### src/rtl/mxrv_if_pkg.sv
// -----------------------------------------------------------------------------
// mxrv_if_pkg
// Shared definitions for the mxrv instruction fetch stage: word width, the
// NOP presented to decode when nothing is buffered, the default reset PC,
// the fetch-buffer entry layout and a word-alignment helper.
// -----------------------------------------------------------------------------
package mxrv_if_pkg;

   localparam int PORT_WORD_WIDTH = 32;

   typedef logic [PORT_WORD_WIDTH-1:0] word_t;

   localparam word_t INST_NOP         = 32'h0000_0013;  // addi x0, x0, 0
   localparam word_t RESET_PC_DEFAULT = 32'h0000_0000;

   // One buffered instruction together with the PC it was fetched from.
   typedef struct packed {
      word_t addr;
      word_t data;
   } fetch_entry_t;

   // Clears the byte offset so every fetch address is word aligned.
   function automatic word_t word_align(input word_t a);
      return {a[PORT_WORD_WIDTH-1:2], 2'b00};
   endfunction

endpackage

### src/rtl/mxrv_if_if.sv
// -----------------------------------------------------------------------------
// mxrv_if_if
// Instruction-memory request/response bus.
//   req    : fetch request valid            (core -> memory)
//   addr   : word-aligned fetch address     (core -> memory)
//   gnt    : request accepted this cycle    (memory -> core)
//   rvalid : read data valid, in order      (memory -> core)
//   rdata  : fetched instruction word       (memory -> core)
// The fetch stage uses the master modport; the memory uses the slave modport.
// -----------------------------------------------------------------------------
interface mxrv_if_if;
   import mxrv_if_pkg::*;

   logic  req;
   word_t addr;
   logic  gnt;
   logic  rvalid;
   word_t rdata;

   modport master (output req, addr, input gnt, rvalid, rdata);
   modport slave  (input req, addr, output gnt, rvalid, rdata);

endinterface

### src/rtl/mxrv_if_fifo.sv
// -----------------------------------------------------------------------------
// mxrv_if_fifo
// Small synchronous FIFO with flush. The head is read combinationally from
// the storage array, so a word pushed at an edge is visible the next cycle.
//   clk, rst   : clock, synchronous active-high reset
//   flush      : empty the FIFO at the next edge (wins over push/pop)
//   push, push_data : write an entry
//   pop        : drop the head entry (ignored when empty)
//   head       : current head entry (undefined when empty)
//   full, empty, count : occupancy
// DEPTH must be a power of two so the pointers wrap naturally.
// -----------------------------------------------------------------------------
module mxrv_if_fifo #(
   parameter int WIDTH = 32,
   parameter int DEPTH = 2
) (
   input  logic                   clk,
   input  logic                   rst,
   input  logic                   flush,
   input  logic                   push,
   input  logic [WIDTH-1:0]       push_data,
   input  logic                   pop,
   output logic [WIDTH-1:0]       head,
   output logic                   full,
   output logic                   empty,
   output logic [$clog2(DEPTH):0] count
);

   localparam int AW = $clog2(DEPTH);
   localparam int CW = AW + 1;

   typedef logic [CW-1:0] cnt_t;
   typedef logic [AW-1:0] ptr_t;

   logic [WIDTH-1:0] mem [DEPTH];
   ptr_t wr_ptr;
   ptr_t rd_ptr;
   logic do_push;
   logic do_pop;

   assign full  = (count == cnt_t'(DEPTH));
   assign empty = (count == '0);
   assign head  = mem[rd_ptr];

   // A push into a full FIFO is only accepted when the head leaves the same cycle.
   assign do_push = push && (!full || pop);
   assign do_pop  = pop && !empty;

   // NOTE: sequential state uses non-blocking assignments so every flop
   // samples the pre-edge value of every other flop, independent of block order.
   always_ff @(posedge clk) begin
      if (rst || flush) begin
         wr_ptr <= '0;
         rd_ptr <= '0;
         count  <= '0;
      end else begin
         if (do_push) wr_ptr <= wr_ptr + 1'b1;
         if (do_pop)  rd_ptr <= rd_ptr + 1'b1;
         count <= count + cnt_t'(do_push) - cnt_t'(do_pop);
      end
   end

   // NOTE: storage has no reset; the pointers and count alone define which
   // entries are valid, and leaving the array unreset keeps it a plain RAM.
   always_ff @(posedge clk) begin
      if (do_push) mem[wr_ptr] <= push_data;
   end

   a_no_overflow : assert property (@(posedge clk) disable iff (rst)
      !(push && full && !pop && !flush));

endmodule

### src/rtl/mxrv_if.sv
// -----------------------------------------------------------------------------
// mxrv_if
// Instruction fetch stage of the mxrv core.
//   clk, rst      : core clock, synchronous active-high reset
//   imem          : instruction-memory bus (req/addr/gnt/rvalid/rdata)
//   jump_flag_i   : redirect from execute; jump_addr_i is the target
//   hold_i        : pipeline hold, blocks new requests only
//   inst_valid_o, inst_ready_i : handshake towards decode
//   inst_data_o, inst_addr_o   : head instruction and its PC (NOP/0 when empty)
// Fetches are issued against a credit: requests in flight, words buffered and
// stale responses still to be dropped together never exceed FIFO_DEPTH, so the
// buffer can never overflow. A shadow queue remembers the PC of each granted
// request so responses can be tagged with their address in order.
// -----------------------------------------------------------------------------
module mxrv_if
   import mxrv_if_pkg::*;
#(
   parameter word_t RESET_PC   = RESET_PC_DEFAULT,
   parameter int    FIFO_DEPTH = 2
) (
   input  logic              clk,
   input  logic              rst,
   mxrv_if_if.master         imem,
   input  logic              jump_flag_i,
   input  word_t             jump_addr_i,
   input  logic              hold_i,
   output logic              inst_valid_o,
   input  logic              inst_ready_i,
   output word_t             inst_data_o,
   output word_t             inst_addr_o
);

   localparam int CW = $clog2(FIFO_DEPTH) + 1;

   typedef logic [CW-1:0] cnt_t;
   typedef logic [CW+1:0] sum_t;  // three counters each <= FIFO_DEPTH

   word_t pc_q;
   cnt_t  outstanding_q;
   cnt_t  discard_q;

   logic  may_issue;
   logic  granted;
   logic  drop_resp;
   logic  keep_resp;
   sum_t  credit_used;

   // Shadow address queue: PC of every granted request not yet answered.
   word_t shadow_pc;
   logic  shadow_full;
   logic  shadow_empty;
   cnt_t  shadow_count;

   // Fetch buffer towards decode.
   fetch_entry_t buf_push_data;
   fetch_entry_t buf_head;
   logic         buf_full;
   logic         buf_empty;
   cnt_t         buf_count;
   logic         buf_pop;

   // NOTE: every signal assigned in always_comb gets a default first so no
   // path leaves it unassigned, which would otherwise infer a latch.
   always_comb begin
      credit_used = '0;
      may_issue   = 1'b0;
      granted     = 1'b0;
      drop_resp   = 1'b0;
      keep_resp   = 1'b0;

      credit_used = sum_t'(outstanding_q) + sum_t'(buf_count) + sum_t'(discard_q);
      may_issue   = !rst && !hold_i && !jump_flag_i && (credit_used < sum_t'(FIFO_DEPTH));
      granted     = may_issue && imem.gnt;
      drop_resp   = imem.rvalid && (discard_q != '0);
      // In the redirect cycle a live response is stale too; the discard
      // update below already accounts for it.
      keep_resp   = imem.rvalid && (discard_q == '0) && !jump_flag_i;
   end

   assign imem.req  = may_issue;
   assign imem.addr = pc_q;

   always_ff @(posedge clk) begin
      if (rst) begin
         pc_q          <= word_align(RESET_PC);
         outstanding_q <= '0;
         discard_q     <= '0;
      end else if (jump_flag_i) begin
         pc_q          <= word_align(jump_addr_i);
         outstanding_q <= '0;
         // Everything still owed by memory becomes stale; repeated redirects accumulate.
         discard_q     <= discard_q + outstanding_q + cnt_t'(granted) - cnt_t'(imem.rvalid);
      end else begin
         if (granted) pc_q <= pc_q + 32'd4;
         outstanding_q <= outstanding_q + cnt_t'(granted) - cnt_t'(keep_resp);
         if (drop_resp) discard_q <= discard_q - 1'b1;
      end
   end

   mxrv_if_fifo #(
      .WIDTH (PORT_WORD_WIDTH),
      .DEPTH (FIFO_DEPTH)
   ) u_shadow_q (
      .clk       (clk),
      .rst       (rst),
      .flush     (jump_flag_i),
      .push      (granted),
      .push_data (pc_q),
      .pop       (keep_resp),
      .head      (shadow_pc),
      .full      (shadow_full),
      .empty     (shadow_empty),
      .count     (shadow_count)
   );

   assign buf_push_data = '{addr: shadow_pc, data: imem.rdata};
   assign buf_pop       = inst_ready_i && inst_valid_o;

   mxrv_if_fifo #(
      .WIDTH ($bits(fetch_entry_t)),
      .DEPTH (FIFO_DEPTH)
   ) u_fetch_buf (
      .clk       (clk),
      .rst       (rst),
      .flush     (jump_flag_i),
      .push      (keep_resp),
      .push_data (buf_push_data),
      .pop       (buf_pop),
      .head      (buf_head),
      .full      (buf_full),
      .empty     (buf_empty),
      .count     (buf_count)
   );

   assign inst_valid_o = !buf_empty;
   assign inst_data_o  = buf_empty ? INST_NOP : buf_head.data;
   assign inst_addr_o  = buf_empty ? '0       : buf_head.addr;

   // The shadow queue tracks exactly the requests still in flight.
   a_shadow_tracks : assert property (@(posedge clk) disable iff (rst)
      shadow_count == outstanding_q);
   a_resp_has_pc   : assert property (@(posedge clk) disable iff (rst)
      keep_resp |-> !shadow_empty);
   a_shadow_room   : assert property (@(posedge clk) disable iff (rst)
      granted |-> (!shadow_full || keep_resp));
   a_buf_room      : assert property (@(posedge clk) disable iff (rst)
      keep_resp |-> (!buf_full || buf_pop));

endmodule

### src/flat_wrapper.sv
// flat-port wrapper written by rule: the top's interface ports become plain ports
module mxrv_if_flat import mxrv_if_pkg::*;
#(
   parameter word_t RESET_PC   = RESET_PC_DEFAULT,
   parameter int    FIFO_DEPTH = 2
)
  (clk, rst, jump_flag_i, jump_addr_i, hold_i, inst_valid_o, inst_ready_i, inst_data_o, inst_addr_o, imem_req, imem_addr, imem_gnt, imem_rvalid, imem_rdata);
  mxrv_if_if imem_i ();
  input  logic clk;
  input  logic rst;
  input  logic jump_flag_i;
  input  word_t jump_addr_i;
  input  logic hold_i;
  output logic inst_valid_o;
  input  logic inst_ready_i;
  output word_t inst_data_o;
  output word_t inst_addr_o;
  output wire logic [$bits(imem_i.req)-1:0] imem_req;
  output wire logic [$bits(imem_i.addr)-1:0] imem_addr;
  input wire logic [$bits(imem_i.gnt)-1:0] imem_gnt;
  input wire logic [$bits(imem_i.rvalid)-1:0] imem_rvalid;
  input wire logic [$bits(imem_i.rdata)-1:0] imem_rdata;
  assign imem_req = imem_i.req;
  assign imem_addr = imem_i.addr;
  assign imem_i.gnt = imem_gnt;
  assign imem_i.rvalid = imem_rvalid;
  assign imem_i.rdata = imem_rdata;
  mxrv_if #(.RESET_PC(RESET_PC), .FIFO_DEPTH(FIFO_DEPTH)) u_core (.clk(clk), .rst(rst), .imem(imem_i), .jump_flag_i(jump_flag_i), .jump_addr_i(jump_addr_i), .hold_i(hold_i), .inst_valid_o(inst_valid_o), .inst_ready_i(inst_ready_i), .inst_data_o(inst_data_o), .inst_addr_o(inst_addr_o));
endmodule
### config.mk
export PLATFORM = sky130hd
export DESIGN_NAME = mxrv_if_flat
export DESIGN_NICKNAME = d
export VERILOG_FILES = /design/src/rtl/mxrv_if_pkg.sv /design/src/rtl/mxrv_if_if.sv /design/src/rtl/mxrv_if_fifo.sv /design/src/rtl/mxrv_if.sv /design/src/flat_wrapper.sv
export SDC_FILE = /design/constraint.sdc
export NUM_CORES = 1
export LEC_CHECK = 0
export BUFFER_PORTS_ARGS = -buffer_cell sky130_fd_sc_hd__buf_4
export CORE_MARGIN = 5
export CORE_UTILIZATION = 45
export CTS_CLUSTER_DIAMETER = 40
export DETAILED_ROUTE_END_ITERATION = 12
export GPL_TIMING_DRIVEN = 1
export PLACE_DENSITY = 0.72
export SLEW_MARGIN = 20
export SYNTH_ARGS = -nofsm -noshare
export SYNTH_HDL_FRONTEND = slang
export SYNTH_SLANG_ARGS = --single-unit
### constraint.sdc
create_clock -name clk -period 15.5 [get_ports clk]
set_clock_uncertainty 0.1 [all_clocks]
set_input_delay 3.875 -clock clk [delete_from_list [all_inputs] [get_ports clk]]
set_output_delay 3.875 -clock clk [all_outputs]
set_load 0.02 [all_outputs]
Word-level counts from Yosys, hierarchy flattened
Memory sizes are Yosys's and may differ from the RTL's. A register that Yosys moved wholly into a read port is not among the register bits.
Cells that the tools add are included.
{"block": "classes", "n_reduce_logical": 29, "eq_ne": 2, "muxes": 14, "order_cmp": 1, "addsub": 17}
{"cell": "2-to-1 mux 32 bit", "n": 4}
{"cell": "adder 32 x 3 -> 32 bit (second input constant)", "n": 1}
{"cell": "logical AND 1 bit", "n": 12}
{"cell": "adder 2 x 1 -> 2 bit", "n": 4}
{"cell": "2-to-1 mux 1 bit", "n": 8}
{"cell": "subtractor 2 x 1 -> 2 bit", "n": 4}
{"cell": "logical NOT 1 bit", "n": 7}
{"cell": "logical NOT 2 bit", "n": 3}
{"cell": "nonzero test 2 bit", "n": 3}
{"cell": "adder 1 bit (second input constant)", "n": 4}
{"cell": "adder 4 x 2 -> 4 bit", "n": 1}
{"cell": "equality test 2 bit (second input constant)", "n": 2}
{"cell": "less-than comparator 4 x 2 -> 1 bit (second input constant)", "n": 1}
{"cell": "2-to-1 mux 2 bit", "n": 2}
{"cell": "adder 2 x 2 -> 3 bit", "n": 1}
{"cell": "logical OR 1 bit", "n": 3}
{"cell": "adder 2 bit", "n": 1}
{"cell": "OR reduction 2 bit", "n": 1}
{"cell": "subtractor 2 x 1 -> 2 bit (second input constant)", "n": 1}
{"block": "totals", "in_bits": 71, "mem_count": 2, "word_cells": 75, "ramBits": 192, "out_inout_bits": 98, "register_bits": 44}
{"name": "u_core.u_fetch_buf.mem", "depth": 2, "width": 64, "rd": 1, "rd_ports_with_merged_regs": 1, "write_ports": 1, "line": "mxrv_if_fifo.sv:35", "text": "logic [WIDTH-1:0] mem [DEPTH];"}
{"name": "u_core.u_shadow_q.mem", "depth": 2, "width": 32, "rd": 1, "rd_ports_with_merged_regs": 1, "write_ports": 1, "line": "mxrv_if_fifo.sv:35"}

Longest topological paths before layout
{"block": "depth", "word_depth": 8, "depth_mapped": 15, "depth_no_buf": 14}

By module
A second synthesis with hierarchy kept.
{"block": "hier_totals", "cells_unflattened": 693, "area_unflattened_um2": 10450.0}
{"module": "mxrv_if_fifo at u_core.u_fetch_buf", "cells_each": 226, "n_inst": 1, "seq_area_each_um2": 3943.8, "area_each_um2": 5162.5}
{"module": "mxrv_if_fifo at u_core.u_shadow_q", "cells_each": 127, "n_inst": 1, "seq_area_each_um2": 2021.9, "area_each_um2": 2681.3}
{"module": "mxrv_if", "cells_each": 340, "n_inst": 1, "seq_area_each_um2": 680.7, "area_each_um2": 2606.2}

Worst setup path before layout
Ideal clock, no wire load.
{"block": "synth_path", "path_type": "input port to output port", "startpoint": "input port jump_flag_i", "endpoint": "output port imem_req", "arrival_time_ns": 4.491, "n_path_buf": 1, "path_stages": 3, "path_slack_ns": 7.034, "required_time_ns": 11.525, "cell_sequence": "buf_6 a211oi_2 and3_1"}
{"block": "synth_via", "elab_chain_cells": 3}
{"item": "from (decl)", "line": "flat_wrapper.sv:11", "text": "input logic jump_flag_i;"}
{"item": "logical NOT 1 bit", "line": "mxrv_if.sv:72", "text": "may_issue = !rst && !hold_i && !jump_flag_i && (credit_used < sum_t'(FIFO_DEPTH));"}
{"item": "logical AND 1 bit (2 in series)", "line": "mxrv_if.sv:72"}
{"item": "to (decl)", "line": "flat_wrapper.sv:18", "text": "output wire logic [$bits(imem_i.req)-1:0] imem_req;"}
No other way between the ends.

Final worst setup path
Ends and elaborated chain as after synthesis.

==> reports/qor.csv <==
stage;metric;value;unit
logic_synthesis;post-synthesis share of cell area spent on full adders, half adders and majority gates;0.0208;
setup_path;crit path DAT;4.74;ns
grt;antenna violations before repair;0;
clock_tree;Post-CTS Setup Repair Bufs;0;
hold_path;min-delay worst type;reg -> reg;
floorplan;floorplan die area;0.0242;mm^2
grt;total gr overflow;0;
grt;global-route wire length before repair;32.7;mm
logic_synthesis;proportion of synthesized chip area in sequential cells;0.673;
floorplan;initial cell density of the core;0.455;
clock_tree;Resize count post-CTS;0;
floorplan;placeable core region;0.0210;mm^2
routing;total wire length after detailed routing;20.9;mm
logic_synthesis;number of distinct library cells after synthesis;50;
finish;Finished Core Util;0.577;
pwr;Pint;0.00120;W
timing;Worst Max-Slew Pin Slew;0.907;ns
logic_synthesis;netlist area before placement;0.00953;mm^2
setup_path;startpoint of the worst setup timing path;jump_flag_i;
placement;Placer Congestion;0.787;
run;max-cap viol count;0;
placement;cell area reported after detailed placement;0.0110;mm^2
pwr;Cell Pwr Density;128;mW/mm^2
finish;synthesis-to-finish area growth;26.9;%
logic_synthesis;dominant combinational cell family by area after synthesis;simple AND/OR/NAND/NOR gates;
floorplan;DIE HEIGHT;155;um
logic_synthesis;Post-Synthesis Cells;698;
finish;Post-Layout Inst Area;0.0121;mm^2
logic_synthesis;simple-gate share of the synthesized area;0.112;
routing;WL per Instance;18.0;um
logic_synthesis;xor/xnor cell area share of the yosys netlist;0.0129;
setup_path;crit path cell chain;buf_4, a211oi_2, and3_1, buf_4;
clock_tree;number of buffers on the longest clock path;3;
floorplan;boundary pin count;169;
clock_tree;sinks on the clock net;228;
pwr;net switching power;0.000348;W
logic_synthesis;multiplexer fraction of the synthesized cell area;0.105;
setup_path;delay of the slowest critical-path stage;0.28;ns
logic_synthesis;post-synthesis average cell area;13.6;um^2
logic_synthesis;Post-synth ARST share;0;
clock_tree;H-tree levels;1;
finish;number of filler instances in the final layout;1724;
floorplan;total number of placement rows;53;
pwr;share of power burned in the clock network;0.467;
setup_path;master of the slowest instance on the critical path;a211oi_2;
timing;count of final hold-check violations;0;
timing;setup repair after global routing missed its margin;no;
setup_path;FF-to-FF path depth;10;
logic_synthesis;most common flop cell mapped by yosys;edfxtp_1;
routing;Via-to-Cell Ratio;5.27;
setup_path;r2r setup slk;11.59;ns
clock_tree;clock input transition at the sequential cells of the worst setup and hold paths;0.05;ns
grt;vias in the first global route;6060;
grt;aggregate global-route resource usage;0.169;
pwr;Pleak;4.41;nW
routing;Final ANT Viol Nets;0;
pwr;combinational cell fraction of total power;0.080;
timing;maximum clock frequency;0.115;GHz
logic_synthesis;area fraction in compound gates after synthesis;0.0503;
finish;count of nets after finishing;951;
pwr;switching share of power;0.225;
timing;relative slew slack;0.395;
finish;n_diodes;0;
routing;total number of vias;6139;
logic_synthesis;yosys synthesis warning count;0;
finish;register cell area after layout;0.00641;mm^2
setup_path;CP most frequent cell;buf_4;
setup_path;type of the setup path with the least slack;in -> out;
timing;Final period util;0.562;
routing;remaining design rule violation count;0;
setup_path;required time at the endpoint of the critical path;11.52;ns
clock_tree;CTS tree;yes;
pwr;share of power burned in registers;0.453;
setup_path;number of gates on the worst path with buffers counted;4;
clock_tree;Clk Latency, worst-skew pair;0.53;ns
routing;drt pass-1 iters;5;
finish;multi-input combinational cell area;0.00290;mm^2
placement;hpwl dp;13.1;mm
clock_tree;clock buffers created by TritonCTS;30;
timing;Max Transition Viols Final;0;
grt;pin count of the biggest net entering global routing;63;
logic_synthesis;number of enable-type register cells in the synthesized netlist;184;
floorplan;overall die width;155;um
timing;crit path time final;8.71;ns
timing;total negative setup slack;0;ns
status;status;finished clean;
pwr;VDD IR max;66.1;uV
setup_path;Largest delay share family, worst path;buffers and inverters;
placement;Port-buffer cells;162;
setup_path;combined buffer and inverter count along the critical path;2;
clock_tree;count of hold buffers inserted by post-cts repair;0;
setup_path;Crit Reg-Reg Endpoint;u_core.u_shadow_q.mem[0][2];
setup_path;CP endpoint;imem_req;
setup_path;critical path startpoint category;input port;
timing;Setup Viol. Count Final;0;
setup_path;top fanout value on the critical path;37;
clock_tree;cell at the root of the clock tree;clkbuf_16;
finish;share of layout cells above drive strength 1;0.294;
setup_path;Setup crit end kind;primary output;
setup_path;worst reg2reg startpoint;u_core.u_fetch_buf.count[0];
logic_synthesis;flip-flop and latch count after synthesis;228;
routing;number of DRC markers in iteration 0;295;
==> registers in the layout (all words and copies together), names as in the netlist, named ones only <==
register	flops
u_core.imem.addr	30
u_core.u_shadow_q.mem	60
u_core.u_shadow_q.rd_ptr	1
u_core.u_fetch_buf.count	2
u_core.u_fetch_buf.wr_ptr	1
u_core.u_shadow_q.count	2
u_core.u_fetch_buf.rd_ptr	1
u_core.u_shadow_q.wr_ptr	1
u_core.outstanding_q	2
u_core.discard_q	2
u_core.u_fetch_buf.mem	124
==> Yosys cell counts (2+ instances only) <==
library cell	n	area (um^2)
nand4b_1	2	17.5
a32oi_1	5	43.8
nor2b_1	3	18.8
nor2_1	82	308
nor3_1	13	65.1
ha_1	11	138
and2_1	7	43.8
nor4_1	5	31.3
a31oi_1	16	100
xor2_1	4	35.0
nand3_1	14	70.1
and3_1	17	106
a21oi_1	20	100
or4_1	10	75.1
nand2_1	36	135
inv_1	18	67.6
o311ai_1	5	43.8
buf_4	5	37.5
and4_1	4	35.0
mux2i_1	64	641
or3_1	3	18.8
buf_1	2	7.51
a211oi_1	6	45.0
buf_2	2	10.0
nand3b_1	4	30.0
edfxtp_1	184	5530
nand4_1	7	43.8
clkbuf_1	27	101
buf_6	2	22.5
a22oi_1	2	15.0
mux2_2	30	338
dfxtp_1	44	881
mux2_1	2	22.5
o21ai_0	14	70.1
fa_1	3	60.1
xnor2_1	10	87.6
o211ai_1	2	15.0
==> power groups by stage <==
| stage | clock network (W) | registers (W) | logic, W |
|---|---|---|---|
| 5_1_grt | 0.000759 | 0.000704 | 0.000136 |
| 4_1_cts | 0.000736 | 0.000701 | 0.000126 |
| 3_5_place_dp | 0 | 0.000713 | 0.000125 |
| 2_1_floorplan | 0 | 0.000715 | 0.0000668 |
| 6_report | 0.000722 | 0.000701 | 0.000123 |
| 3_3_place_gp | 0 | 0.000712 | 0.000124 |
==> per-stage QoR <==
stage               hold WS [ns]  power [W]  worst slack, ns  std cells
floorplan                  0.381   0.000782             7.03        701
global placement           0.393   0.000836             6.79       1109
detailed placement         0.406   0.000839             6.79       1109
CTS                        0.423    0.00156             6.78       1165
global route               0.440    0.00160             6.74       1165
finish                     0.412    0.00155             6.79       1165
==> cells in the final DEF (no fill, tap or decap), types with 5 or more instances in the layout <==
master	netlist	final
edfxtp_1	184	184
buf_4	5	170
nor2_1	82	79
mux2i_1	64	64
dfxtp_1	44	43
nand2_1	36	36
clkbuf_16	0	31
mux2_2	30	30
a21oi_1	20	20
inv_1	18	18
and3_1	17	17
a31oi_1	16	16
nand3_1	14	14
o21ai_0	14	14
nor3_1	13	13
ha_1	11	11
xnor2_1	10	10
or4_1	10	10
nand4_1	7	7
and2_1	7	6
a211oi_1	6	6
a32oi_1	5	5
o311ai_1	5	5
nor4_1	5	5
bufinv_16	0	5
==> worst min-delay path by stage <==
stage / slack [ns] / endpoint / from / cells past startpoint
global route: 0.44 / u_core.u_shadow_q.mem[0][20] / u_core.imem.addr[20] / 0
floorplan: 0.38 / register / u_core.u_fetch_buf.rd_ptr / 2
finish: 0.41 / register / u_core.u_fetch_buf.rd_ptr / 2
detailed placement: 0.41 / register / u_core.u_fetch_buf.rd_ptr / 2
CTS: 0.42 / register / u_core.u_fetch_buf.rd_ptr / 2
global placement: 0.39 / register / u_core.u_fetch_buf.rd_ptr / 2
==> area by class of cell <==
cell class | count | area share
Clock buffer | 36 | 0.0674
Timing Repair Buffer | 171 | 0.106
Tap cell | 275 | 0.0285
Clock inverter | 20 | 0.0218
Multi-Input combinational cell | 416 | 0.240
Sequential cell | 228 | 0.530
Inverter | 19 | 0.00590
==> tightest hold or removal path: cells and delay by family (launching register included) <==
kind / cells / cell delay [ns]
flip-flops: 1 / 0.32
XOR/XNOR: 1 / 0.08
AND/OR/NAND/NOR: 1 / 0.07
==> cell families after synthesis <==
kind of cell             after synthesis
multiplexers                          96
AND/OR/NAND/NOR                      213
flip-flops                           228
adder cells (fa/ha/maj)               14
AO/OA/AOI/OAI                         75
buffers and inverters                 57
XOR/XNOR                              14
other                                  1
==> metal layers <==
metal  track usage  vias to the layer above  part of all wire
met2         0.290                      201              0.49
met1         0.221                     2942              0.42
met4        0.0546                        0             0.023
met5             0                        -                 0
met3        0.0281                       36             0.067
li1              -                     2960                 -
Power figures use the tool's default switching activity.
